**src/rtl/aes_cone_result_packer.sv**
```systemverilog
// Packs a serial stream of 1-bit AES cone results LSB-first into WORD_W-bit words
// and presents them on a valid/ready output with bit count and parity.
module aes_cone_result_packer #(
  parameter int WORD_W = 8,
  parameter int CNT_W  = $clog2(WORD_W + 1)
) (
  input  logic              clk,
  input  logic              rst_n,
  input  logic              soft_clr,
  input  logic              in_valid,
  output logic              in_ready,
  input  logic              in_bit,
  input  logic              in_last,
  output logic              out_valid,
  input  logic              out_ready,
  output logic [WORD_W-1:0] out_data,
  output logic [CNT_W-1:0]  out_count,
  output logic              out_parity,
  output logic [15:0]       words_out
);

  typedef enum logic {FILL, HOLD} state_t;

  state_t              state_reg, state_next;
  logic [WORD_W-1:0]   acc_reg, acc_next;
  logic [CNT_W-1:0]    acc_cnt_reg, acc_cnt_next;
  logic                out_valid_reg, out_valid_next;
  logic [WORD_W-1:0]   out_data_reg, out_data_next;
  logic [CNT_W-1:0]    out_count_reg, out_count_next;
  logic                out_parity_reg, out_parity_next;
  logic [15:0]         words_out_reg, words_out_next;

  logic                accept, fire, out_free, completes;
  logic [WORD_W-1:0]   word_with_bit;
  logic [CNT_W-1:0]    cnt_inc;

  assign in_ready   = (state_reg == FILL);
  assign accept     = in_valid && in_ready;
  assign fire       = out_valid_reg && out_ready;
  assign out_free   = !out_valid_reg || out_ready;
  assign cnt_inc    = acc_cnt_reg + CNT_W'(1);
  assign completes  = accept && ((cnt_inc == CNT_W'(WORD_W)) || in_last);

  // Accumulator with the incoming bit dropped into slot acc_cnt; slots above
  // stay zero because acc is cleared whenever a word leaves it.
  generate
    for (genvar gi = 0; gi < WORD_W; gi++) begin : g_slot
      assign word_with_bit[gi] = (acc_cnt_reg == CNT_W'(gi)) ? in_bit : acc_reg[gi];
    end
  endgenerate

  always_comb begin
    state_next      = state_reg;
    acc_next        = acc_reg;
    acc_cnt_next    = acc_cnt_reg;
    out_valid_next  = out_valid_reg;
    out_data_next   = out_data_reg;
    out_count_next  = out_count_reg;
    out_parity_next = out_parity_reg;
    words_out_next  = words_out_reg + {15'd0, fire};

    if (fire) out_valid_next = 1'b0;

    case (state_reg)
      FILL: begin
        if (accept) begin
          if (completes && out_free) begin
            out_valid_next  = 1'b1;
            out_data_next   = word_with_bit;
            out_count_next  = cnt_inc;
            out_parity_next = ^word_with_bit;
            acc_next        = '0;
            acc_cnt_next    = '0;
          end else begin
            acc_next     = word_with_bit;
            acc_cnt_next = cnt_inc;
            if (completes) state_next = HOLD;
          end
        end
      end
      HOLD: begin
        if (out_free) begin
          out_valid_next  = 1'b1;
          out_data_next   = acc_reg;
          out_count_next  = acc_cnt_reg;
          out_parity_next = ^acc_reg;
          acc_next        = '0;
          acc_cnt_next    = '0;
          state_next      = FILL;
        end
      end
      default: state_next = FILL;
    endcase
  end

  always_ff @(posedge clk or negedge rst_n) begin
    if (!rst_n) begin
      state_reg      <= FILL;
      acc_reg        <= '0;
      acc_cnt_reg    <= '0;
      out_valid_reg  <= 1'b0;
      out_data_reg   <= '0;
      out_count_reg  <= '0;
      out_parity_reg <= 1'b0;
      words_out_reg  <= '0;
    end else if (soft_clr) begin
      state_reg      <= FILL;
      acc_reg        <= '0;
      acc_cnt_reg    <= '0;
      out_valid_reg  <= 1'b0;
      out_data_reg   <= '0;
      out_count_reg  <= '0;
      out_parity_reg <= 1'b0;
      words_out_reg  <= '0;
    end else begin
      state_reg      <= state_next;
      acc_reg        <= acc_next;
      acc_cnt_reg    <= acc_cnt_next;
      out_valid_reg  <= out_valid_next;
      out_data_reg   <= out_data_next;
      out_count_reg  <= out_count_next;
      out_parity_reg <= out_parity_next;
      words_out_reg  <= words_out_next;
    end
  end

  assign out_valid  = out_valid_reg;
  assign out_data   = out_data_reg;
  assign out_count  = out_count_reg;
  assign out_parity = out_parity_reg;
  assign words_out  = words_out_reg;

endmodule

```
**config.mk**
```make
export PLATFORM = sky130hd
export DESIGN_NAME = aes_cone_result_packer
export DESIGN_NICKNAME = d
export VERILOG_FILES = /design/src/rtl/aes_cone_result_packer.sv
export SDC_FILE = /design/constraint.sdc
export NUM_CORES = 1
export LEC_CHECK = 0
export CELL_PAD_IN_SITES_DETAIL_PLACEMENT = 1
export CELL_PAD_IN_SITES_GLOBAL_PLACEMENT = 1
export CORE_ASPECT_RATIO = 1.25
export CORE_MARGIN = 5
export CORE_UTILIZATION = 30
export CTS_BUF_LIST = sky130_fd_sc_hd__clkbuf_8
export DETAILED_ROUTE_END_ITERATION = 6
export GPL_TIMING_DRIVEN = 0
export PLACE_DENSITY = 0.7
export SLEW_MARGIN = 20
export SYNTH_ARGS = -nofsm -noshare
export SYNTH_HDL_FRONTEND = slang
export SYNTH_SLANG_ARGS = --single-unit
```
**constraint.sdc**
```tcl
create_clock -name clk -period 5.2 [get_ports clk]
set_input_delay 1.3 -clock clk [delete_from_list [all_inputs] [get_ports clk]]
set_output_delay 1.3 -clock clk [all_outputs]
set_load 0.03 [all_outputs]
```
==> results.cfg <==
[status]
outcome = finished, final reports clean

[floorplanning]
fp.dieW_um = 89.5
initial_core_util_pct = 30.6
fp-row-count = 36
die_area_mm2 = 0.00980
ios = 38
die_y_um = 109
core_area_mm2 = 0.00775

[timing]
rsz0062_at_grt = no
slew_headroom_pct = 62.0
finalHoldViolCount = 0
post-route-min-period_ns = 3.54
skew_ns = 0.00385
setup_viol = 0
slew_viol_final = 0
tightest_slew_ns = 0.570
post-route-period-util_pct = 68.1
timing.fmax_mhz = 282
fin_tns_setup_ns = 0

[routing]
route.detailed.drc = 0
vias = 1862
finalWirelength_um = 5890
via_per_inst = 4.90
postRouteAntennaNets = 0
routedWlPerCell_um = 15.5
drt_iter0_drc = 52
drt_pass1_iterations = 4

[global_route]
grt-busiest-layer = met2
gr-usage-met2_pct = 23.2
grt_pass1_vias = 2052
antenna_found_initial = 0
grt_util_met1_pct = 16.5
grt_pass1_wl_um = 10100
grt_max_degree = 27
grt_remaining_overflow = 0
met3_usage_pct = 2.92
gr-usage-all-layers_pct = 13.2

[yosys]
ys_ff_latch = 43
seq_area_frac_synth_pct = 45.4
syn_inst = 242
synth_top_area_cell = dfrtp_1
synth_edf_count = 0
syn-num-nets = 255
ys_types = 38
yosys-top-cells-area = dfrtp_1 45%, xnor2_1 5.9%, mux2_1 5.2%, nor2_1 4.6%, a21oi_1 3.6%
syn-mean-instance-area_um2 = 9.80
synth_async_sr_flop_share_pct = 100
synth_warnings = 0
synth-main-ff-cell = dfrtp_1
synth_top_area_share_pct = 45.4
syn_area_mm2 = 0.00237

[clocking]
post_cts_resized = 0
post_cts_buffers = 0
cts_made_buffers = 5
clk_path_buf_depth = 2
root_buffer = clkbuf_8
clk_pin_slew_worst_paths_ns = 0.08
cts.sink_count = 43
worstSkewPairLatency_ns = 0.30
ctsHoldBuffers = 0
htreeDepth = 2
tritoncts = built

[min_path]
holdPathStages = 1
hp-start = out_data[4]
hold_end = out_data[4]
hp-class = flop to flop

[cells_and_area]
largest_reg_flops = 16
design_area_mm2 = 0.00294
antennaDiodeCount = 0
syn_to_final_growth_pct = 24.1
drive_gt1_share_pct = 6.32
num-nets-final = 298

[placed_design]
placed_area_mm2 = 0.00286
io_buffers = 35
gp_congestion = 0.763
post-dp-hpwl_um = 4440

[worst_setup_path]
crit_required_ns = 3.90
start_kind = flop
timing.rr.start = acc_cnt_reg[0]
path_class = flop to primary output
worstReg2RegEnd = out_parity
endpoint_kind = primary output
reg2reg_depth = 7
critPathMaxFanout = 10
r2r_slack_ns = 2.81
cp.arrival_ns = 2.24

[power_and_ir_drop]
p_total_uw = 637
p_per_area_mw_per_mm2 = 216
ir_worst_vdd_mv = 0.0915
leakage_nw = 1.25

[job]
maxCapViolCount = 0
==> metrics by stage <==
step                hold slack, ns  cells  util, %  worst slack [ns]
floorplan                    0.518    242        -              2.39
global placement             0.478    372     36.7              1.55
detailed placement           0.484    373     36.9              1.74
global route                 0.522    380     38.0              1.49
CTS                          0.505    380     38.0              1.61
finish                       0.500    380     38.0              1.66
==> cells in the mapped netlist, types with 2 or more instances <==
master and n:
ha_1 6, nor2b_1 3, xnor2_1 16, nand2b_1 2, nand3_1 5, a21o_1 3
mux2_1 11, nand3b_1 3, xor2_1 9, o21ai_1 10, mux2i_2 3, buf_1 3
mux2i_1 6, a21oi_1 17, o21bai_1 2, or3_1 8, nor2_1 29, nor3_1 3
nor3b_1 7, dfrtp_1 43, nand2_1 17, nand4_1 3, o21ai_0 7, clkbuf_1 7
inv_1 6
==> per-layer routing <==
layer	vias up	share of wire, %
li1	907	-
met1	908	43
met2	40	52
met3	7	4.5
met4	0	1.1
met5	-	0
==> final cells by class <==
| type | count | area [um^2] |
|---|---|---|
| Fill cell | 919 | 4800 |
| Timing Repair Buffer | 36 | 365 |
| Clock inverter | 1 | 5.00 |
| Clock buffer | 6 | 82.6 |
| Inverter | 6 | 22.5 |
| Buffer | 13 | 61.3 |
| Tap cell | 95 | 119 |
| Multi-Input combinational cell | 180 | 1210 |
| Sequential cell | 43 | 1080 |
==> how the worst max path moves through the flow <==
stage,from,to,slack (ns),cells after the start
3_5_place_dp,out_ready,words_out[14],1.74,10
3_3_place_gp,rst_n,out_data[4],1.55,1
2_1_floorplan,out_ready,words_out[14],2.39,9
5_1_grt,state_reg,in_ready,1.49,4
4_1_cts,state_reg,in_ready,1.61,4
6_report,state_reg,in_ready,1.66,4
==> cells in the final DEF, fill, tap and decap left out, types with 5 or more instances in the layout <==
cell type        count
clkbuf_8             6
nor3b_1              7
clkbuf_1             7
nand3_1              5
clkdlybuf4s50_1     34
nor2_1              29
ha_1                 6
xor2_1               9
o21ai_0              7
xnor2_1             16
mux2i_1              6
nand2_1             17
o21ai_1             10
or3_1                8
mux2_1              11
inv_1                6
dfrtp_1             43
a21oi_1             17
==> power breakdown <==
group | switching, mW | internal, mW | leakage, nW
logic | 0.0440 | 0.0279 | 0.609
clock network | 0.116 | 0.104 | 0.0470
registers | 0.00513 | 0.340 | 0.595
total | 0.165 | 0.472 | 1.25
==> worst max-delay path, cell delays in order (launching register included) <==
cell and delay [ns]:
dfrtp_1 0.33, clkbuf_1 0.32, buf_1 0.50, inv_1 0.16, clkdlybuf4s50_1 0.63
==> kinds of logic after synthesis <==
kind of cell	synth area share [%]
and+or+nand+nor	17.7
DFF	45.4
xor gates and xnor gates	9.23
muxes	9.97
adders and majority gates	3.16
buffers and inverters	3.53
AOI/OAI and AO/OA	11.0
(Power assumes the default switching activity.)
==> edit 1: new RTL, same settings <==
Put one more register stage on the output `out_count`, with the module's reset. The value now appears one clock later. The other outputs are not delayed to match.
--- a/src/rtl/aes_cone_result_packer.sv
+++ b/src/rtl/aes_cone_result_packer.sv
@@ -127,5 +127,11 @@
   assign out_valid  = out_valid_reg;
   assign out_data   = out_data_reg;
-  assign out_count  = out_count_reg;
+  always_ff @(posedge clk or negedge rst_n) begin
+    if (!rst_n) begin
+      out_count <= '0;
+    end else begin
+      out_count <= out_count_reg;
+    end
+  end
   assign out_parity = out_parity_reg;
   assign words_out  = words_out_reg;
Check against the original RTL: not equivalent (Yosys sat finds a counterexample within 4 cycles, from zero or initial values and one cycle with rst_n low).
==> edit 1 against the unedited design <==
  * Sequential cell count is 4 higher
  * Utilization is 0.16 points higher
  * Wire length is 0.36% higher
  * Clock power is 28% higher
  * Register-to-register slack worse by 80 ps
  * Total power is 15% higher
  * Setup slack better by 1.7 ps
  * Cell area is 5.6% higher
  * Area after synthesis is 4.2% higher
  * Largest cell class unchanged
==> edit 1: results (changes against the unedited design) <==
### Run status
* **run status** finished clean

### Cells and area
* **ratio of cells with drive above 1 in the final layout** 6.87%, +0.56 points
* **FILL cells** 941, +2.4%
* **nets** 303, +1.7%

### Clocking
* **Num CTS Buffers** 5, unchanged
* **maximum root-to-sink buffer count** 2, unchanged
* **clock transition at the register clock pins on the worst setup and hold paths after CTS** 100 ps, +20 ps

### Hold path
* **hold-critical path depth** 0, -1
* **Worst Hold Path EP** out_count[1]
* **Hold Startpoint** out_count_reg[1]

### Placed design
* **DP HPWL** 4510 um, +1.4%
* **final estimated routing congestion in global placement** 0.779, +2.1%
* **placed instance count** 380, +1.9%
* **Port Buf Inserts** 35, unchanged

### Routing
* **vias** 1891, +1.6%
* **Avg Vias per Cell** 4.87, -0.54%
* **total wire length after detailed routing** 5910 um, +0.36%
* **drt first-iter violations** 57, +9.6%

### Global route
* **largest net degree at the start of global routing** 18, -33%
* **Global Route Usage Sum** 12.2%, -1.0 points
* **met2 usage in global routing** 21.6%, -1.6 points
* **wire length of the first global-routing pass** 10200 um, +1.2%
* **met3 Track Usage GR** 3.04%, +0.12 points
* **vias in the first global route** 2035, -0.83%
* **global routing met1 resource utilization** 14.4%, -2.0 points

### Pwr
* **Lkg Pwr** 1.33 nW, +6.2%
* **total power** 0.000735 W, +15%
* **maximum resistive drop on vdd** 0.000141 V, +54%
* **net switching fraction of the power** 25.4%, -0.51 points

### STA
* **Least-Margin Pin Slew** 565 ps, -5.32 ps
* **post-route clock skew** 12.6 ps, +8.77 ps

### Setup path
* **cell count of the worst reg-to-reg path** 7, unchanged
* **setup slack of the worst register-to-register path** 2730 ps, -80 ps
* **end of the worst register-to-register path** out_parity
* **highest cell delay on the worst timing path** 630 ps, about the same

### Yosys
* **register area share after synthesis** 47.6%, +2.2 points
* **Syn Nets** 259, +1.6%
* **Synth top cells by count** sky130_fd_sc_hd__dfrtp_1 (47), sky130_fd_sc_hd__nor2_1 (29), sky130_fd_sc_hd__a21oi_1 (17), sky130_fd_sc_hd__nand2_1 (17), sky130_fd_sc_hd__xnor2_1 (16)
* **Main synth FF type** sky130_fd_sc_hd__dfrtp_1
* **Synth warnings** 0, unchanged
* **FFs w/ async S/R, synth** 100%, unchanged
* **cell types occupying the most area after synthesis** sky130_fd_sc_hd__dfrtp_1 (48%), sky130_fd_sc_hd__xnor2_1 (5.7%), sky130_fd_sc_hd__mux2_1 (5.0%)
* **Syn Inst Count** 246, +1.7%

## edit 1: cell count changes in the layout (fill, tap and decap cells not counted)
cell and change:
sky130_fd_sc_hd__dfrtp_1 +4, sky130_fd_sc_hd__buf_16 +2, sky130_fd_sc_hd__buf_12 -1, sky130_fd_sc_hd__bufinv_16 +1
sky130_fd_sc_hd__clkbuf_8 -1, sky130_fd_sc_hd__clkinv_2 -1, sky130_fd_sc_hd__clkinvlp_4 +1, sky130_fd_sc_hd__inv_6 +1
## edit 1: cell type report
cell class,instances,area [um^2],area share (%)
inverters,6,22.5,0.724
well taps,97,121,3.90
repair buffers,37,400,12.9
plain buffers,13,61.3,1.97
clock inverters,3,46.3,1.49
multi-input cells,180,1210,39.0
clock buffers,5,68.8,2.21
flip-flops and latches,47,1180,37.8
## edit 1: worst max-delay path by stage
stage | endpoint | depth (start not counted) | slack [ps] | startpoint
after floorplan | words_out[14] | 9 | 2390 | out_ready
after global placement | out_count_reg[1] | 1 | 1410 | rst_n
after detailed placement | words_out[14] | 10 | 1740 | out_ready
after CTS | in_ready | 4 | 1640 | state_reg
after global routing | in_ready | 4 | 1500 | state_reg
final | in_ready | 4 | 1660 | state_reg
## edit 1: routing by layer
metal | part of all wire, % | up-vias
li1 | - | 928
met1 | 44 | 925
met2 | 51 | 34
met3 | 4.5 | 4
met4 | 1.0 | 0
met5 | 0 | -
## edit 1: power by group through the flow
| stage | Combinational [W] | Sequential [W] | Clock [W] |
|---|---|---|---|
| after floorplan | 0.0000337 | 0.000393 | 0 |
| after global placement | 0.0000722 | 0.000385 | 0 |
| after detailed placement | 0.0000781 | 0.000385 | 0 |
| after CTS | 0.0000784 | 0.000378 | 0.000292 |
| after global routing | 0.0000842 | 0.000379 | 0.000307 |
| final | 0.0000765 | 0.000378 | 0.000281 |
## edit 1: cells by family (layout without fill, tap and decap cells)
logic type                 Yosys count  in the layout  share of synthesized area (%)
muxes                               21             21                           9.56
buffers and inverters               19             64                           3.39
xor gates and xnor gates            25             25                           8.86
adders and majority gates            6              6                           3.04
and+or+nand+nor                     83             83                           17.0
AOI/OAI and AO/OA                   45             45                           10.6
DFF                                 47             47                           47.6
## edit 1: stage by stage
stage | setup WS (ps) | hold WS [ps] | utilization, % | instance area (um^2)
CTS | 1640 | 386 | 38.2 | 3110
finish | 1660 | 379 | 38.2 | 3110
floorplan | 2390 | 350 | - | 2470
global route | 1500 | 389 | 38.2 | 3110
detailed placement | 1740 | 363 | 36.7 | 2990
global placement | 1410 | 358 | 36.1 | 2940
==> edit 2: new RTL, same settings <==
Without the edit above. `WORD_W`: 8 -> 4.
--- a/src/rtl/aes_cone_result_packer.sv
+++ b/src/rtl/aes_cone_result_packer.sv
@@ -2,5 +2,5 @@
 // and presents them on a valid/ready output with bit count and parity.
 module aes_cone_result_packer #(
-  parameter int WORD_W = 8,
+  parameter int WORD_W = 4,
   parameter int CNT_W  = $clog2(WORD_W + 1)
 ) (
Interface: changed (resized out_count and out_data); port bits go from 38 to 33. The function was not compared with the original's and may differ.
==> edit 2 against the unedited design <==
  * Total power decreased by 7.7%
  * Clock skew up 1.2 ps
  * Largest cell class unchanged
  * Utilization increased by 1.9 points
  * Wire length shrank 27%
  * First-iteration DRC count down 40%
  * Sequential cell count is 10 lower
  * Sequential power fell by 22%
  * Non-clock buffer count fell by 11
  * Fmax increased by 18%
  * Critical path type unchanged
  * Cell area decreased by 22%
  * Setup slack gained 530 ps
  * Largest power group unchanged
  * Area after synthesis is 25% lower
  * Critical endpoint unchanged
==> edit 2: results (changes against the unedited design) <==
### Placed design
* **DP HPWL** 3270 um, -26%
* **placed instance count** 284, -24%
* **final estimated routing congestion in global placement** 0.755, -1.0%
* **placement-stage cell area** 2190 um^2, -23%
* **setup slack after placement** 2080 ps, +341 ps

### Setup path
* **arrival time at the worst endpoint** 1710 ps, -530 ps
* **end of the worst register-to-register path** out_count[0]
* **cell count of the worst reg-to-reg path** 9, +2
* **setup slack of the worst register-to-register path** 3060 ps, +250 ps

### Yosys
* **Syn Inst Count** 186, -23%
* **number of different library cells in the post-synthesis netlist** 34, -11%
* **Synth top cells by count** sky130_fd_sc_hd__dfrtp_1 (33), sky130_fd_sc_hd__nand2_1 (24), sky130_fd_sc_hd__nor2_1 (21)
* **Syn Nets** 200, -22%
* **cell types occupying the most area after synthesis** sky130_fd_sc_hd__dfrtp_1 (46%), sky130_fd_sc_hd__xor2_1 (5.9%), sky130_fd_sc_hd__nand2_1 (5.1%)

### Pwr
* **reported clock group power** 0.000248 W, +13%
* **maximum resistive drop on vdd** 0.0000957 V, +4.6%
* **combinational cell fraction of total power** 12.2%, +0.9 points
* **Lkg Pwr** 1.01 nW, -19%
* **design internal power** 0.000446 W, -5.6%
* **P per Cell Area** 255 nW/um^2, +18%

### Global route
* **wire length of the first global-routing pass** 7370 um, -27%
* **Global Route Usage Sum** 12.6%, -0.64 points
* **vias in the first global route** 1584, -23%

### STA
* **setup slack after layout** 2190 ps, +529 ps
* **post-route clock skew** 5.03 ps, +1.18 ps
* **Slew headroom** 64.1%, +2.1 points

### Cells and area
* **FILL cells** 693, -25%
* **ratio of cells with drive above 1 in the final layout** 8.41%, +2.1 points

### Run status
* **run status** finished clean

### Clocking
* **worst skew pair latency** 280 ps, -20 ps

### Routing
* **drt first-iter violations** 31, -40%

-- edit 2: changes by cell type after synthesis, moves of 8 or more --
cell                      change
sky130_fd_sc_hd__nor2_1       -8
sky130_fd_sc_hd__mux2_1      -11
sky130_fd_sc_hd__xnor2_1      -8
sky130_fd_sc_hd__dfrtp_1     -10
sky130_fd_sc_hd__a21oi_1      -8
sky130_fd_sc_hd__o21ai_1      -9
-- edit 2: layout make-up --
class                   count  area [um^2]  area share (%)
inverters                   7         26.3            1.14
plain buffers               6         33.8            1.47
multi-input cells         140          895            38.8
repair buffers             32          325            14.1
well taps                  66         82.6            3.58
clock inverters             2         33.8            1.47
flip-flops and latches     33          826            35.8
clock buffers               6         82.6            3.58
-- edit 2: logic make-up (layout without fill, tap and decap cells) --
kind of cell,count (synthesis),after routing,share of synthesized area (%)
AND/OR/NAND/NOR,71,71,18.6
AO/OA/AOI/OAI,37,37,14.1
XOR/XNOR,20,20,9.84
flip-flops,33,33,46.4
buffers and inverters,13,53,3.37
adder cells (fa/ha/maj),7,7,4.92
multiplexers,5,5,2.81
-- edit 2: how the worst min path moves through the flow --
stage | end | slack, ps | cells past startpoint | startpoint
3_5_place_dp | out_count[2] | 480 | 2 | out_count[2]
4_1_cts | out_count[2] | 500 | 2 | out_count[2]
2_1_floorplan | acc_cnt_reg[2] | 530 | 2 | acc_cnt_reg[2]
5_1_grt | out_count[2] | 530 | 2 | out_count[2]
3_3_place_gp | out_data[2] | 470 | 2 | out_data[2]
6_report | out_data[0] | 490 | 2 | out_data[0]
-- edit 2: metal layers --
metal	part of all wire, %	track usage, %	vias up	routed length [um]
met2	53	24.4	29	2290
li1	-	-	713	-
met5	0	0	-	0
met1	41	13.3	693	1750
met4	1.5	4.30	0	65
met3	4.3	3.09	6	186
